<file path="config.mk">
export PLATFORM = sky130hd
export DESIGN_NAME = gray_bin_conv_pipe
export DESIGN_NICKNAME = d
export VERILOG_FILES = /design/src/rtl/gray_bin_conv_pipe.sv
export SDC_FILE = /design/constraint.sdc
export NUM_CORES = 1
export LEC_CHECK = 0
export BUFFER_PORTS_ARGS = -buffer_cell sky130_fd_sc_hd__buf_2
export CORE_MARGIN = 2
export CORE_UTILIZATION = 49
export CTS_CLUSTER_DIAMETER = 60
export DETAILED_ROUTE_END_ITERATION = 10
export PLACE_DENSITY_LB_ADDON = 0.08
export SYNTH_ARGS = -nofsm -noshare
export SYNTH_HDL_FRONTEND = slang
export SYNTH_SLANG_ARGS = --single-unit
</file>
<file path="constraint.sdc">
create_clock -name clk -period 2.7 [get_ports clk]
set_input_delay 0.27 -clock clk [delete_from_list [all_inputs] [get_ports clk]]
set_output_delay 0.27 -clock clk [all_outputs]
set_load 0.02 [all_outputs]
</file>
<file path="src/rtl/gray_bin_conv_pipe.sv">
// Pipelined Gray<->binary converter with per-word direction select, valid/ready
// backpressure, Gray single-step checking and a saturating step-error counter.
module gray_bin_conv_pipe #(
    parameter int unsigned WIDTH  = 8,
    parameter int unsigned STAGES = 2,
    parameter int unsigned ERRW   = 8
) (
    input  logic             clk,
    input  logic             rst,
    input  logic             in_valid,
    output logic             in_ready,
    input  logic [WIDTH-1:0] in_data,
    input  logic             in_mode,
    output logic             out_valid,
    input  logic             out_ready,
    output logic [WIDTH-1:0] out_data,
    output logic             out_mode,
    output logic             out_step_err,
    output logic [ERRW-1:0]  err_cnt
);

    localparam int unsigned LAST = STAGES - 1;
    localparam logic [ERRW-1:0] ERR_MAX = '1;

    logic [STAGES-1:0] v;
    logic [STAGES-1:0] en;
    logic [STAGES-1:0] sm;
    logic [STAGES-1:0] se;
    logic [WIDTH-1:0]  sd [STAGES];

    logic [WIDTH-1:0]  prev_gray;
    logic              prev_valid;

    logic [WIDTH-1:0]  bin_c;
    logic [WIDTH-1:0]  gray_c;
    logic [WIDTH-1:0]  conv_c;
    logic [WIDTH-1:0]  diff_c;
    logic              onehot_c;
    logic              step_err_c;
    logic              full_tail;
    logic              in_xfer_c;
    logic              out_xfer_c;

    // Conversion and step check in front of stage 0; bin[i] is the parity of g[WIDTH-1:i].
    always_comb begin
        bin_c = '0;
        for (int i = 0; i < WIDTH; i++) begin
            bin_c[i] = ^(in_data >> i);
        end
        gray_c     = in_data ^ (in_data >> 1);
        conv_c     = in_mode ? gray_c : bin_c;
        diff_c     = in_data ^ prev_gray;
        onehot_c   = (diff_c != '0) && ((diff_c & (diff_c - WIDTH'(1))) == '0);
        step_err_c = ~in_mode & prev_valid & ~onehot_c;
    end

    // A stage may load when it is empty or anything downstream of it moves.
    always_comb begin
        en        = '0;
        full_tail = 1'b0;
        for (int i = 0; i < STAGES; i++) begin
            full_tail = 1'b1;
            for (int j = i; j < STAGES; j++) begin
                full_tail = full_tail & v[j];
            end
            en[i] = out_ready | ~full_tail;
        end
    end

    assign in_ready     = en[0];
    assign in_xfer_c    = in_valid & en[0];
    assign out_xfer_c   = v[LAST] & out_ready;

    assign out_valid    = v[LAST];
    assign out_data     = sd[LAST];
    assign out_mode     = sm[LAST];
    assign out_step_err = se[LAST];

    // Pipeline registers; payload only loads alongside a valid word.
    always_ff @(posedge clk) begin
        if (rst) begin
            v  <= '0;
            sm <= '0;
            se <= '0;
            for (int i = 0; i < STAGES; i++) begin
                sd[i] <= '0;
            end
        end else begin
            if (en[0]) begin
                v[0] <= in_valid;
                if (in_valid) begin
                    sd[0] <= conv_c;
                    sm[0] <= in_mode;
                    se[0] <= step_err_c;
                end
            end
            for (int i = 1; i < STAGES; i++) begin
                if (en[i]) begin
                    v[i] <= v[i-1];
                    if (v[i-1]) begin
                        sd[i] <= sd[i-1];
                        sm[i] <= sm[i-1];
                        se[i] <= se[i-1];
                    end
                end
            end
        end
    end

    // Last accepted Gray word, used as the reference for the next step check.
    always_ff @(posedge clk) begin
        if (rst) begin
            prev_gray  <= '0;
            prev_valid <= 1'b0;
        end else if (in_xfer_c && !in_mode) begin
            prev_gray  <= in_data;
            prev_valid <= 1'b1;
        end
    end

    // Errors are counted as flagged words leave, saturating at all-ones.
    always_ff @(posedge clk) begin
        if (rst) begin
            err_cnt <= '0;
        end else if (out_xfer_c && se[LAST] && (err_cnt != ERR_MAX)) begin
            err_cnt <= err_cnt + ERRW'(1);
        end
    end

endmodule

</file>
## Word level (Yosys, flattened, before mapping)

Memories as Yosys holds them, arrays and structs flattened.
Cells that the tools add are included.

- Bits of input ports: 13
- Register bits after elaboration: 23
- Bits in latches: 0
- Memory bits (writable): 16
- Output and inout port bits: 20
- Logic and storage cells: 59
- Bits in read-only memories: 0
- Memories kept: 1

- $mul: 0
- $add $sub $neg: 2
- Reduce and logical (&&, ||, !) cells: 17
- Equality and inequality tests: 1
- Shift-type cells: 0
- Div/mod/pow operators: 0
- $lt $le $gt $ge: 0
- Muxes and demuxes: 13
- Bitwise operators: 16

Memory list:

| name | words | width | rd ports | clocked after Yosys merged registers in | wr ports | line | RTL |
|---|---|---|---|---|---|---|---|
| sd | 2 | 8 | 2 | 0 | 2 | 29 | `logic [WIDTH-1:0] sd [STAGES];` |

Operators by type and width:

| operator | number |
|---|---|
| $reduce_xor A8 Y1 | 8 |
| $mux W8 | 3 |
| $mux W1 | 10 |
| $add A8 B1 Y8 const B | 1 |
| $and A8 B8 Y8 | 1 |
| $logic_not A8 Y1 | 1 |
| $ne A8 B8 Y1 const B | 1 |
| $reduce_bool A8 Y1 | 1 |
| $sub A8 B1 Y8 const B | 1 |
| $xor A8 B7 Y8 | 1 |
| $xor A8 B8 Y8 | 1 |
| $and A1 B1 Y1 | 5 |
| $logic_and A1 B1 Y1 | 4 |
| $not A1 Y1 | 4 |
| $or A1 B1 Y1 | 4 |
| $reduce_and A2 Y1 | 2 |
| $logic_not A1 Y1 | 1 |

## Logic depth before layout (Yosys ltp)

Gate-level depths: netlist (run 1).

- Depth in word-level cells: 7
- Mapped depth: 7
- Mapped depth without buffers: 7

## Least setup slack after synthesis (run 1)

No wires, ideal clock.

- Kind: flip-flop to flip-flop
- From: reg v[1]
- To: reg se[0]
- Buffers on the path: 0
- Required time: 2.613 ns
- Data arrival time: 1.552 ns
- Path slack: 1.061 ns
- Period minus slack after synthesis: 1.639 ns
- Cell stages (with the launch flop): 7
- Setup time: 0.087 ns
- Cells stage by stage: dfxtp_1 > and3_1 > inv_1 > nand2_1 > or3_1 > a21o_1 > o31ai_1

- Longest elaborated chain between the ends: 4

RTL lines:

| item | line | RTL |
|---|---|---|
| start: declaration | 25 | `logic [STAGES-1:0] v;` |
| start signal: indexed assignment | 99 | `v[i] <= v[i-1];` |
| $and A1 B1 Y1 | 64 | `full_tail = full_tail & v[j];` |
| $not A1 Y1 | 66 | `en[i] = out_ready \| ~full_tail;` |
| $or A1 B1 Y1 | 66 |  |
| named net in_ready | 11 | `output logic in_ready,` |
| $reduce_and A2 Y1 (no source line) | -- |  |
| end signal: assignment | 94 | `se[0] <= step_err_c;` |
| end signal: indexed assignment | 103 | `se[i] <= se[i-1];` |
| end: declaration | 28 | `logic [STAGES-1:0] se;` |

The timed path passes the listed nets, and every way through them passes these cells.
A chain may end at the register's enable or synchronous reset.

## Worst setup path in the final report (run 1)

- From: reg v[1]
- To: reg se[0]

- Longest elaborated chain between the ends: 4

RTL lines:

| item | line |
|---|---|
| $and A1 B1 Y1 | 64 |
| $not A1 Y1 | 66 |
| $or A1 B1 Y1 | 66 |
| $reduce_and A2 Y1 (no source line) | -- |

No other way between the ends.

==> out/metrics.cfg, run 1 <==
[logic_synthesis]
synth_most_common_cell=nor2_1
yosysTopAreaCellShare=0.250
synth_common_cells=nor2_1, dfxtp_1, edfxtp_1, xor2_1, xnor2_1
synth-seq-area-share=0.489
synth-main-ff-cell=dfxtp_1
syn_avg_cell_area_um2=9.92
syn_area_um2=1920
ys_ff_latch=39
synth_top_area_cell=edfxtp_1
async_flop_share=0
synth_area_leaders=edfxtp_1, dfxtp_1, xor2_1
synth_nets=208
yosysUniqueCellTypes=35
synth_edf_count=16
synth_cells=194
yosys_warnings=0

[timing]
fmax_mhz=588
fin_skew_ns=0.00717
slew_viol_final=0
relSlewSlack=0.585
hold_viol=0
setup_ws_ns=1.00
worstMarginPinSlew_ns=0.618
setup_tns_ns=0
grt_setup_unrepaired=false
finalCritPeriodShare=0.630
whs_ns=0.289
layout_min_cycle_time_ns=1.70
finalSetupViolations=0

[min_path]
hp-class=in2reg

[power]
p_per_area_nw_per_um2=556
ir_worst_vdd_uv=317
p_total_mw=1.19
p_leak_nw=0.917

[final_layout]
layout.nets=231
syn_to_final_growth_pct=10.9
drive_gt1_frac=0.193
diodes=0
fill_cells=331
layout.cells.non_filler=266
final_area_um2=2130
finish.utilization=0.574

[worst_setup_path]
cp_max_fo=10
cp-start-kind=flip-flop
cp_slowest_cell=o32a_1
crit_buf_inv=1
worstPathRequired_ns=2.90
ff2ff_setup_slack_ns=1.00
path_cells=and3_1, inv_1, nand3_1, o32a_1, o31ai_1
path_class=reg2reg
crit_family=simple AND/OR/NAND/NOR gates
cp.arrival_ns=1.90
cpPeakStageDelay_ns=0.49
end_kind=flip-flop

[place]
place_area_um2=2050
dp_cells=258
dp.final_hpwl_mm=2.34
port_buffers=32
gp_congestion=0.759
post-place-ws_ns=0.909

[clock_network]
cts_resized=0
cts_made_buffers=5
cts_tree=yes
clockBufferDepth=2
cts-root-buf=clkbuf_8
clk_pin_slew_ns=0.07
ctsHoldBuffers=0
cts_setup_buffers=0
clk_latency_ns=0.28
clock_sinks=39
h-tree-depth=2

[route]
drt-total-wl_mm=2.95
top_layer_used=met4
drcViolationCount=0
wl_met2_mm=1.35
postRouteAntennaNets=0
wl_met1_mm=1.41
via_count=1293
post_drt_wl_per_cell_um=11.1
first_pass_iters=4
met3WireLength_um=166
vias_per_cell=4.86
drt_iter0_drc=96

[status]
status=finished clean

[global_routing]
first_global_vias=1207
antenna_found_initial=0
grt_max_degree=29
grt-ovfl-total=0
grtUsageTotal=0.156
grt_pass1_wl_mm=5.18

[floorplanning]
initial_utilization=0.518
die_w_um=66.7
pin_count=33
core-area_um2=3720
die_y_um=66.7
rows=22
die_area_um2=4440

[flow_run]
drv_cap=0

-- flip-flops by register name, summed over array words and instances, names as in the netlist --
name	flops
se	2
sd	16
v	2
err_cnt	8
prev_gray	8
prev_valid	1
sm	2
-- path summary, 6_finish.rpt --
| kind | start | to | depth (start not counted) |
|---|---|---|---|
| worst min register to register | sm[0] | sm[0] | 2 |
| worst max register to register | v[1] | se[0] | 5 |
| worst max-delay path | v[1] | se[0] | 5 |
| worst min-delay path | in_valid | v[0] | 3 |
-- layout make-up --
cell class / count / area [um2] / share of cell area
multi-input combinational: 133 / 870 / 0.408
tap: 48 / 60.1 / 0.0282
sequential: 39 / 941 / 0.441
clock buffer: 8 / 80.1 / 0.0375
inverter: 6 / 22.5 / 0.0106
timing repair buffer: 32 / 160 / 0.0751
-- where the power goes --
group	internal, mW	total [mW]	leakage (nW)	switching (mW)
Clock	0.183	0.353	0.0395	0.170
Combinational	0.0711	0.172	0.517	0.101
Sequential	0.650	0.661	0.360	0.0113
-- metal layers --
layer | GRT usage | up-vias
li1 | - | 686
met1 | 0.197 | 572
met2 | 0.248 | 31
met3 | 0.0541 | 4
met4 | 0.0536 | 0
met5 | 0 | -
-- worst register-to-register path: cells and delay by family (launching register included) --
| family | cells | cell delay [ns] |
|---|---|---|
| DFF | 1 | 0.34 |
| and+or+nand+nor | 2 | 0.63 |
| AOI/OAI and AO/OA | 2 | 0.55 |
| buffers and inverters | 1 | 0.12 |
-- placed cells by master (no fill, tap or decap), types with 2 or more instances in the layout --
cell	n
and2_1	9
inv_1	6
and4_1	2
a21oi_1	8
nand2b_1	2
or3_1	4
nor3_1	3
nor2_1	31
xor2_1	15
clkbuf_1	3
xnor2_2	3
edfxtp_1	16
o21ai_0	4
buf_2	32
nand3_1	7
mux2i_1	10
clkbuf_8	5
dfxtp_1	23
xnor2_1	11
nand2_1	9
-- logic make-up (layout without fill, tap and decap cells) --
logic type                 count (synthesis)  count (layout)  synth area share
xor gates and xnor gates                  29              29             0.144
adders and majority gates                  2               2            0.0117
AOI/OAI and AO/OA                         19              19            0.0611
buffers and inverters                     22              46            0.0592
muxes                                     10              10            0.0520
DFF                                       39              39             0.489
and+or+nand+nor                           73              73             0.183
(Power assumes the default switching activity.)
==> inputs of run 2 (changes only) <==
==> constraint.sdc (replaced) <==
create_clock -name clk -period 1.4 [get_ports clk]
set_input_delay 0.14 -clock clk [delete_from_list [all_inputs] [get_ports clk]]
set_output_delay 0.14 -clock clk [all_outputs]
set_load 0.02 [all_outputs]
==> run 2 against run 1 <==
  * The run now ends with negative setup slack left
  * Routed wire length increased by 22%
  * Power increased by 100%
  * Sequential share of layout area decreased by 4.5 points
  * Die area unchanged
  * Sequential power increased by 94%
  * Setup slack got worse by 1.1 ns
  * Global-route usage increased by 2.9 points
  * Non-clock buffer count increased by 19
  * Hold slack got worse by 0.14 ns
  * Clock skew decreased by 0.0020 ns
  * Largest cell class unchanged
  * Largest power group unchanged
==> out/metrics.cfg, run 2 (synthesis results as in run 1) <==
[timing]
finalSetupViolations=1  ; +1
grt_setup_unrepaired=true
worstMarginPinSlew_ns=0.385  ; -0.233 ns
finalCritPeriodShare=1.05  ; +0.416
slew_viol_final=0  ; unchanged
layout_min_cycle_time_ns=1.46  ; -0.237 ns
fmax_mhz=683  ; +16%
relSlewSlack=0.742  ; +0.157
fin_skew_ns=0.00520  ; -0.00197 ns
hold_viol=0  ; unchanged
setup_ws_ns=-0.0633  ; -1.06 ns

[floorplanning]
rows=22  ; unchanged
die_area_um2=4440  ; unchanged
pin_count=33  ; unchanged
core-area_um2=3720  ; unchanged
initial_utilization=0.518  ; unchanged
die_y_um=66.7  ; unchanged
die_w_um=66.7  ; unchanged

[clock_network]
h-tree-depth=2  ; unchanged
cts_tree=yes
cts-root-buf=clkbuf_8
clockBufferDepth=2  ; unchanged
cts_made_buffers=5  ; unchanged
clk_pin_slew_ns=0.07  ; about the same
clock_sinks=39  ; unchanged
clk_latency_ns=0.28  ; about the same

[flow_run]
drv_cap=0  ; unchanged

[min_path]
min_path_cells=3  ; unchanged
hold_path_end=prev_gray[0]
hp-class=in2reg
hold_path_startpoint=in_data[0]

[worst_setup_path]
cp.arrival_ns=1.66  ; -0.24 ns
crit_family=simple AND/OR/NAND/NOR gates
crit_buf_inv=1  ; unchanged
rr_startpoint=v[1]
path_class=reg2reg
end_kind=flip-flop
crit_start=v[1]
path_cells=and3_4, inv_4, nand2_2, or3_1, a21o_1, o31ai_1
cp-start-kind=flip-flop
r2r_end=se[0]
worstPathRequired_ns=1.59  ; -1.31 ns
cpPeakStageDelay_ns=0.35  ; -0.14 ns
ff2ff_setup_slack_ns=-0.06  ; -1.06 ns
cp_max_fo=5  ; -5
rr_worst_depth=6  ; +1
cp_slowest_cell=dfxtp_2

[global_routing]
grt_pass1_wl_mm=6.09  ; +18%
first_global_vias=1404  ; +16%
grtUsageTotal=0.185  ; +0.0294
grt_max_degree=18  ; -38%
antenna_found_initial=0  ; unchanged
grt-ovfl-total=0  ; unchanged

[power]
ir_worst_vdd_uv=531  ; +68%
pwr-share-comb=0.169  ; +0.024
p_int_mw=1.77  ; +96%
p_seq_frac=0.536  ; -0.022
p_leak_nw=1.03  ; +13%
p_switching_mw=0.606  ; +120%
p_sw_frac=0.255  ; +0.0169
p_per_area_nw_per_um2=993  ; +79%
p_total_mw=2.38  ; +100%
p_clk_frac=0.295  ; -0.002

[final_layout]
final_cell_mix=buf_2, nor2_1, dfxtp_1, edfxtp_1
diodes=0  ; unchanged
reg.largest.list=sd (16), err_cnt (8), prev_gray (8)
final_common_cell=buf_2
layout.nets=250  ; +8.2%
top_register=sd
drive_gt1_frac=0.338  ; +0.145
final_area_um2=2400  ; +12%
largest_reg_flops=16  ; unchanged
finish.utilization=0.645  ; +0.0710
syn_to_final_growth_pct=24.6
layout.cells.non_filler=285  ; +7.1%

[place]
dp_cells=276  ; +7.0%
place_area_um2=2230  ; +8.8%
port_buffers=32  ; unchanged
dp.final_hpwl_mm=2.78  ; +19%
post-place-ws_ns=-0.105  ; -1.01 ns
gp_congestion=0.759  ; about the same

[route]
vias_per_cell=5.03  ; +3.4%
drcViolationCount=0  ; unchanged
via_count=1433  ; +11%
drt_iter0_drc=69  ; -28%
drt-total-wl_mm=3.59  ; +22%
first_pass_iters=4  ; unchanged
postRouteAntennaNets=0  ; unchanged
post_drt_wl_per_cell_um=12.6  ; +13%

[status]
status=complete, but fails checks
violations=negative setup slack

-- run 2: worst max path at each step --
| stage | end | slack, ns | cells past startpoint |
|---|---|---|---|
| 3_5_place_dp | sd[0][0] | -0.10 | 6 |
| 2_1_floorplan | se[0] | -0.03 | 6 |
| 5_1_grt | se[0] | -0.13 | 6 |
| 3_3_place_gp | sd[0][0] | -0.05 | 6 |
| 6_report | se[0] | -0.06 | 6 |
| 4_1_cts | se[0] | -0.07 | 6 |
-- run 2: worst reg2reg max path, cell delays in order, from the launching register on --
cell     delay [ns]
dfxtp_2        0.35
and3_4         0.20
inv_4          0.08
nand2_2        0.05
or3_1          0.30
a21o_1         0.20
o31ai_1        0.20
-- run 2: repair_timing --
item,CTS,global route
hold buffers,0,0
buffers inserted,1,0
cloned,0,0
endpoints found under the setup margin,13,28
pin swaps,1,3
gates resized for setup,3,11
-- run 2: layout make-up --
cell class | count | area [um2]
Clock buffer | 5 | 68.8
Multi-Input combinational cell | 133 | 945
Tap cell | 48 | 60.1
Fill cell | 326 | 1320
Clock inverter | 3 | 15.0
Timing Repair Buffer | 51 | 335
Inverter | 6 | 25.0
Sequential cell | 39 | 948
-- run 2: per-layer routing --
layer / global-route usage / wire (um) / share of wire / up-vias
met4: 0.107 / 101 / 0.028 / 0
met1: 0.217 / 1540 / 0.43 / 657
li1: - / - / - / 726
met2: 0.313 / 1790 / 0.50 / 41
met5: 0 / 0 / 0 / -
met3: 0.0372 / 166 / 0.046 / 9
-- run 2: metrics by stage --
stage               TNS (ns)  hold slack, ns
global route          -0.455           0.178
floorplan            -0.0328           0.261
detailed placement    -0.350           0.439
global placement     -0.0458           0.428
CTS                   -0.360           0.152
finish               -0.0633           0.153
-- run 2: power by group through the flow --
stage               Sequential [mW]  Clock (mW)  Combinational [mW]
floorplan                      1.30           0               0.275
global placement               1.30           0               0.382
detailed placement             1.30           0               0.394
CTS                            1.28       0.727               0.398
global route                   1.28       0.774               0.450
finish                         1.28       0.703               0.402
